--- src/rtl/pe_conv1d_seq.sv ---
// pe_conv1d_seq
//   Sequential multi-channel 1-D convolution processing element. A start
//   handshake in IDLE latches one feature-map window, one kernel and the
//   channel count. The OSIZE = FSIZE-KSIZE+1 output sums are then built with
//   a single time-shared multiply-accumulate, one product per cycle. A
//   one-cycle done pulse marks completion.
//
// Ports
//   clk        rising-edge clock
//   rst_n      asynchronous active-low reset
//   start      job request, sampled only in IDLE
//   nc         channel count for this job (valid range 1..NC_MAX)
//   featureMap FSIZE*NC_MAX elements of DW bits, element index = pos*nc + ch
//   kernelMap  KSIZE*NC_MAX elements of DW bits, element index = tap*nc + ch
//   busy       job in progress (RUN or DONE)
//   done       one-cycle completion pulse
//   err        last accepted job had an out-of-range nc
//   ovf        last job overflowed ACC_W in at least one sum
//   ofm        OSIZE sums of ACC_W bits, sum j at [ACC_W*j +: ACC_W]
module pe_conv1d_seq #(
    parameter int FSIZE    = 5,
    parameter int KSIZE    = 3,
    parameter int NC_MAX   = 8,
    parameter int DW       = 8,
    parameter int ACC_W    = 25,
    parameter int SATURATE = 0
) (
    input  logic                                  clk,
    input  logic                                  rst_n,
    input  logic                                  start,
    input  logic [8:0]                            nc,
    input  logic [FSIZE*NC_MAX*DW-1:0]            featureMap,
    input  logic [KSIZE*NC_MAX*DW-1:0]            kernelMap,
    output logic                                  busy,
    output logic                                  done,
    output logic                                  err,
    output logic                                  ovf,
    output logic [(FSIZE-KSIZE+1)*ACC_W-1:0]      ofm
);

    localparam int OSIZE = FSIZE - KSIZE + 1;
    localparam int FMW   = FSIZE * NC_MAX * DW;
    localparam int KMW   = KSIZE * NC_MAX * DW;
    localparam int KW    = (KSIZE * NC_MAX > 1) ? $clog2(KSIZE * NC_MAX) : 1;
    localparam int JW    = (OSIZE > 1) ? $clog2(OSIZE) : 1;
    localparam int PW    = 2 * DW;
    // One guard bit above the wider of accumulator and product.
    localparam int SW    = ((ACC_W > PW) ? ACC_W : PW) + 1;
    localparam logic [SW-1:0] ACC_MAX = (SW'(1) << ACC_W) - SW'(1);

    typedef enum logic [1:0] {
        IDLE,
        RUN,
        DONE
    } state_t;

    state_t                 state;
    logic [FMW-1:0]         fmap_r;
    logic [KMW-1:0]         kern_r;
    logic [8:0]             nc_r;
    logic [KW-1:0]          k;
    logic [JW-1:0]          j;
    logic [ACC_W-1:0]       acc;
    logic [OSIZE*ACC_W-1:0] sums;

    logic [31:0]            fidx;
    logic [31:0]            k_last;
    logic [DW-1:0]          f_el;
    logic [DW-1:0]          k_el;
    logic [PW-1:0]          prod;
    logic [SW-1:0]          sum;
    logic                   sum_ovf;
    logic [ACC_W-1:0]       acc_next;
    logic                   k_wrap;
    logic                   j_last;
    logic                   nc_ok;

    // Operand fetch uses shifts of the latched vectors, so the element
    // offsets (k + nc*j, k) can be computed at full width.
    always_comb begin
        fidx     = 32'(k) + 32'(nc_r) * 32'(j);
        k_last   = 32'(KSIZE) * 32'(nc_r) - 32'd1;
        f_el     = DW'(fmap_r >> (fidx * 32'(DW)));
        k_el     = DW'(kern_r >> (32'(k) * 32'(DW)));
        prod     = PW'(f_el) * PW'(k_el);
        sum      = SW'(acc) + SW'(prod);
        sum_ovf  = (sum > ACC_MAX);
        acc_next = sum[ACC_W-1:0];
        if (sum_ovf && (SATURATE != 0)) begin
            acc_next = '1;
        end
        k_wrap   = (32'(k) == k_last);
        j_last   = (j == JW'(OSIZE - 1));
        nc_ok    = (nc != '0) && (nc <= 9'(NC_MAX));
    end

    always_ff @(posedge clk or negedge rst_n) begin
        if (!rst_n) begin
            state  <= IDLE;
            busy   <= 1'b0;
            done   <= 1'b0;
            err    <= 1'b0;
            ovf    <= 1'b0;
            ofm    <= '0;
            fmap_r <= '0;
            kern_r <= '0;
            nc_r   <= '0;
            k      <= '0;
            j      <= '0;
            acc    <= '0;
            sums   <= '0;
        end else begin
            done <= 1'b0;
            case (state)
                IDLE: begin
                    if (start) begin
                        busy <= 1'b1;
                        ovf  <= 1'b0;
                        if (nc_ok) begin
                            fmap_r <= featureMap;
                            kern_r <= kernelMap;
                            nc_r   <= nc;
                            acc    <= '0;
                            sums   <= '0;
                            k      <= '0;
                            j      <= '0;
                            err    <= 1'b0;
                            state  <= RUN;
                        end else begin
                            err   <= 1'b1;
                            ofm   <= '0;
                            done  <= 1'b1;
                            state <= DONE;
                        end
                    end
                end
                RUN: begin
                    if (sum_ovf) begin
                        ovf <= 1'b1;
                    end
                    if (k_wrap) begin
                        // Sum j is complete: park it and restart the running
                        // accumulator for the next output position.
                        k   <= '0;
                        acc <= '0;
                        for (int unsigned i = 0; i < OSIZE; i++) begin
                            if (JW'(i) == j) begin
                                sums[ACC_W*i +: ACC_W] <= acc_next;
                            end
                        end
                        if (j_last) begin
                            // The final sum is still in flight here, so it is
                            // merged into ofm directly from acc_next.
                            for (int unsigned i = 0; i < OSIZE; i++) begin
                                ofm[ACC_W*i +: ACC_W] <= (JW'(i) == j) ? acc_next
                                                                       : sums[ACC_W*i +: ACC_W];
                            end
                            done  <= 1'b1;
                            state <= DONE;
                        end else begin
                            j <= j + JW'(1);
                        end
                    end else begin
                        acc <= acc_next;
                        k   <= k + KW'(1);
                    end
                end
                DONE: begin
                    busy  <= 1'b0;
                    state <= IDLE;
                end
                default: begin
                    busy  <= 1'b0;
                    state <= IDLE;
                end
            endcase
        end
    end

endmodule

--- config.mk ---
export PLATFORM = sky130hd
export DESIGN_NAME = pe_conv1d_seq
export DESIGN_NICKNAME = d
export VERILOG_FILES = /design/src/rtl/pe_conv1d_seq.sv
export SDC_FILE = /design/constraint.sdc
export NUM_CORES = 2
export LEC_CHECK = 0
export BUFFER_PORTS_ARGS = -buffer_cell sky130_fd_sc_hd__buf_2
export CAP_MARGIN = 20
export CORE_MARGIN = 2
export CORE_UTILIZATION = 40
export DETAILED_ROUTE_END_ITERATION = 8
export HOLD_SLACK_MARGIN = 0.15
export PLACE_DENSITY = 0.59
export SYNTH_ARGS = -nofsm -noshare
export SYNTH_HDL_FRONTEND = slang
export SYNTH_SLANG_ARGS = --single-unit
--- constraint.sdc ---
create_clock -name clk -period 8.35 [get_ports clk]
set_input_delay 1.67 -clock clk [delete_from_list [all_inputs] [get_ports clk]]
set_output_delay 1.67 -clock clk [all_outputs]
set_load 0.05 [all_outputs]
==> flow_summary.toml <==
[worst_hold_path]
min-delay-start = "fmap_r[20]"
hold-path-cell-count = 2
holdPathEnd = "fmap_r[20]"
hold_path_class = "reg2reg"

[placement]
detailedPlace.worstSlack_ns = -0.3363
dp_hpwl_mm = 79.51
gp_congestion = 0.8545
portBuffers = 602

[clock_tree]
h-tree-depth = 3
cts.path.max_buffers = 3
cts.reportedPaths.clkPinSlew_ns = 0.06
cts_inserted_buffers = 79
cts_tree = "done"
cts_sinks = 691
insertion_delay_ns = 0.65
cts.root.buffer_cell = "sky130_fd_sc_hd__clkbuf_16"

[critical_path]
ff2ff_setup_slack_ns = 0.39
critical_path.reg2reg.startpoint = "nc_r[2]"
timing.critical_path.fanout_max = 9
max_stage_delay_ns = 0.55
critPathRequiredTime_ns = 8.85
timing.critical_path.from_type = "register"
rr_endpoint = "ofm[45]"
crit_buf_inv = 4
timing.critical_path.arrival_ns = 8.47
cp_slowest_cell = "sky130_fd_sc_hd__fa_1"
critical-path-top-cell-by-count = "sky130_fd_sc_hd__fa_1"
timing.critical_path.max_delay_family = "adder cells"
setup.worst_path.class = "reg2reg"
crit_path_end_kind = "register"
worstRegToRegCells = 26

[timing]
worst_clock_skew_ns = 0.03888
worst-slew-pin-transition_ns = 1.197
final_min_period_over_clock_period_pct = 95.36
final_hold_viol_count = 0
headroom_to_the_max_slew_limit_pct = 20.23
final_max_slew_viol_count = 0
finalWorstSetupSlack_ns = 0.3878
setup_violators_final = 0
final_period_minus_worst_setup_slack_ns = 7.962
max_freq_mhz = 125.6

[die]
fp.dieW_microns = 300.2
core_sq_um = 86890
dieHeight_microns = 300.2
dieArea_sq_um = 90090
std_cell_rows = 108
initial_utilization_pct = 40.38
top_level_ports = 603

[pwr]
cellPowerDensity_nw_per_um2 = 268.1
ir_worst_vdd_mv = 0.1624
p_leak_nw = 22.69
p_total_mw = 11.34

[synth]
cell_area_after_synthesis_sq_um = 35080
synth_compound_gate_area_share_pct = 5.806
synthFlopType = "sky130_fd_sc_hd__dfrtp_1"
yosys.area_share.simple_pct = 21.62
ys_async_sr_fraction_pct = 100.0
post_synth_inst_count = 3676
synth.net_count = 4333
synth-xor-area-share_pct = 0.8239
combinational_family_with_the_most_area_after_synthesis = "simple AND/OR/NAND/NOR gates"
ys_seq_area_share_pct = 49.29
yosys.cell_types.count = 72
synth_edf_count = 0
yosys_warnings = 0
yosys-mux-area-fraction_pct = 12.27
synth.ff_latch_count = 691
adder_cell_share_of_the_synthesized_area_pct = 5.942
synth.avg_cell_area_sq_um = 9.544

[layout]
mostFrequentLayoutCell = "sky130_fd_sc_hd__nand2_1"
final_cell_mix = "sky130_fd_sc_hd__nand2_1, sky130_fd_sc_hd__dfrtp_1, sky130_fd_sc_hd__buf_2, sky130_fd_sc_hd__inv_1, sky130_fd_sc_hd__mux4_2"
layout.nets = 4863
area_growth_syn_to_layout_pct = 20.55
layout-drive-gt1-share_pct = 24.22

[detailed_routing]
routed_wire_length_per_instance_microns = 20.36
viasPerCell = 5.158
ant_nets = 0
dr.first_iter.drc_count = 2343
num_vias = 28042
routed_wl_mm = 110.7
drc = 0
detail_route.first_pass.iterations = 5

[global_routing]
initial_antenna_violation_count = 20
grt_start_max_net_pins = 248
globalRouteTotalUtil_pct = 24.48
grt_remaining_overflow = 0
grt_first_pass_wirelength_mm = 169.6
first_global_vias = 28118

[flow_run]
cap_violations = 0

[run_status]
status = "complete, no violations"
==> what timing repair did <==
action | CTS | global route
setup endpoints to repair | 17 | 21
hold buffers | 0 | 0
buffers inserted | 6 | 2
gates resized for setup | 4 | 13
pin swaps | 1 | 1
==> worst min-delay path, cell delays in order, from the launching register on <==
cell and delay (ns):
sky130_fd_sc_hd__dfrtp_1 0.33, sky130_fd_sc_hd__nand2_1 0.05, sky130_fd_sc_hd__nand2_1 0.05
==> power by group <==
part	switching, mW	internal, mW	total (mW)
combinational	2.10	1.58	3.67
sequential	0.250	3.76	4.01
clock	1.49	2.17	3.66
==> Yosys cell counts, drive strengths merged (10+ instances only) <==
cell type	number	area, sq um
nand2	1646	6178
dfrtp	691	17290
clkbuf	175	656.9
inv	155	586.8
mux4	152	3423
o21ai	129	645.6
nand3	105	525.5
ha	77	963.4
mux2i	69	690.7
fa	56	1121
nor2	51	191.4
buf	50	244.0
and3	43	269.0
o31ai	34	415.4
a21oi	27	138.9
xnor2	20	175.2
mux2	17	191.4
xor2	13	113.9
a211oi	12	95.09
o211ai	12	90.09
a22o	11	96.34
nand2b	11	68.82
o2bb2ai	10	87.58
==> how the worst max path moves through the flow <==
| stage | start | endpoint | depth (start not counted) |
|---|---|---|---|
| after floorplan | k[1] | ofm[23] | 31 |
| after global placement | nc_r[2] | ofm[48] | 27 |
| after detailed placement | nc_r[2] | ofm[23] | 27 |
| after CTS | nc_r[2] | ofm[23] | 28 |
| after global routing | nc_r[1] | ofm[47] | 28 |
| final | nc_r[2] | ofm[45] | 26 |
==> layer usage <==
metal	GRT usage, %	vias to the layer above	part of all wire [%]
met5	0	-	0.061
met4	7.119	10	2.5
met3	3.642	143	5.3
met2	39.25	842	48
met1	34.64	13894	44
li1	-	13153	-
==> per-stage QoR <==
stage	std cells	TNS [ns]	area [sq um]	utilization, %	hold slack (ns)
2_1_floorplan	3676	0	35090	-	0.4403
3_3_place_gp	5272	-0.6934	39350	45.29	0.4522
5_1_grt	5436	-0.008268	42290	48.67	0.4877
4_1_cts	5422	0	42190	48.55	0.4704
3_5_place_dp	5272	-1.779	39350	45.29	0.4567
6_report	5437	0	42290	48.68	0.4671
==> flip-flops by register name, summed over array words and instances (netlist names) <==
name    count
fmap_r    320
nc_r        9
ofm        75
ovf         1
done        1
sums       57
acc        25
state       2
kern_r    192
k           5
busy        1
j           2
err         1
==> layout make-up <==
cell class / count / area (sq um)
clock buffer: 109 / 2261
multi-input combinational: 2604 / 16450
antenna: 13 / 32.53
tap: 1155 / 1445
inverter: 156 / 590.6
clock inverter: 35 / 500.5
fill: 8168 / 44600
timing repair buffer: 674 / 3714
sequential: 691 / 17300
==> logic make-up (layout without fill, tap and decap cells) <==
| family | Yosys count | count (layout) |
|---|---|---|
| simple gates | 1907 | 1907 |
| flops | 691 | 691 |
| buf+inv | 381 | 974 |
| compound gates | 293 | 293 |
| mux | 238 | 238 |
| fa+ha+maj | 133 | 133 |
| xor+xnor | 33 | 33 |
| other cells | 0 | 13 |
Note: power is estimated with default switching activity, not from simulation.
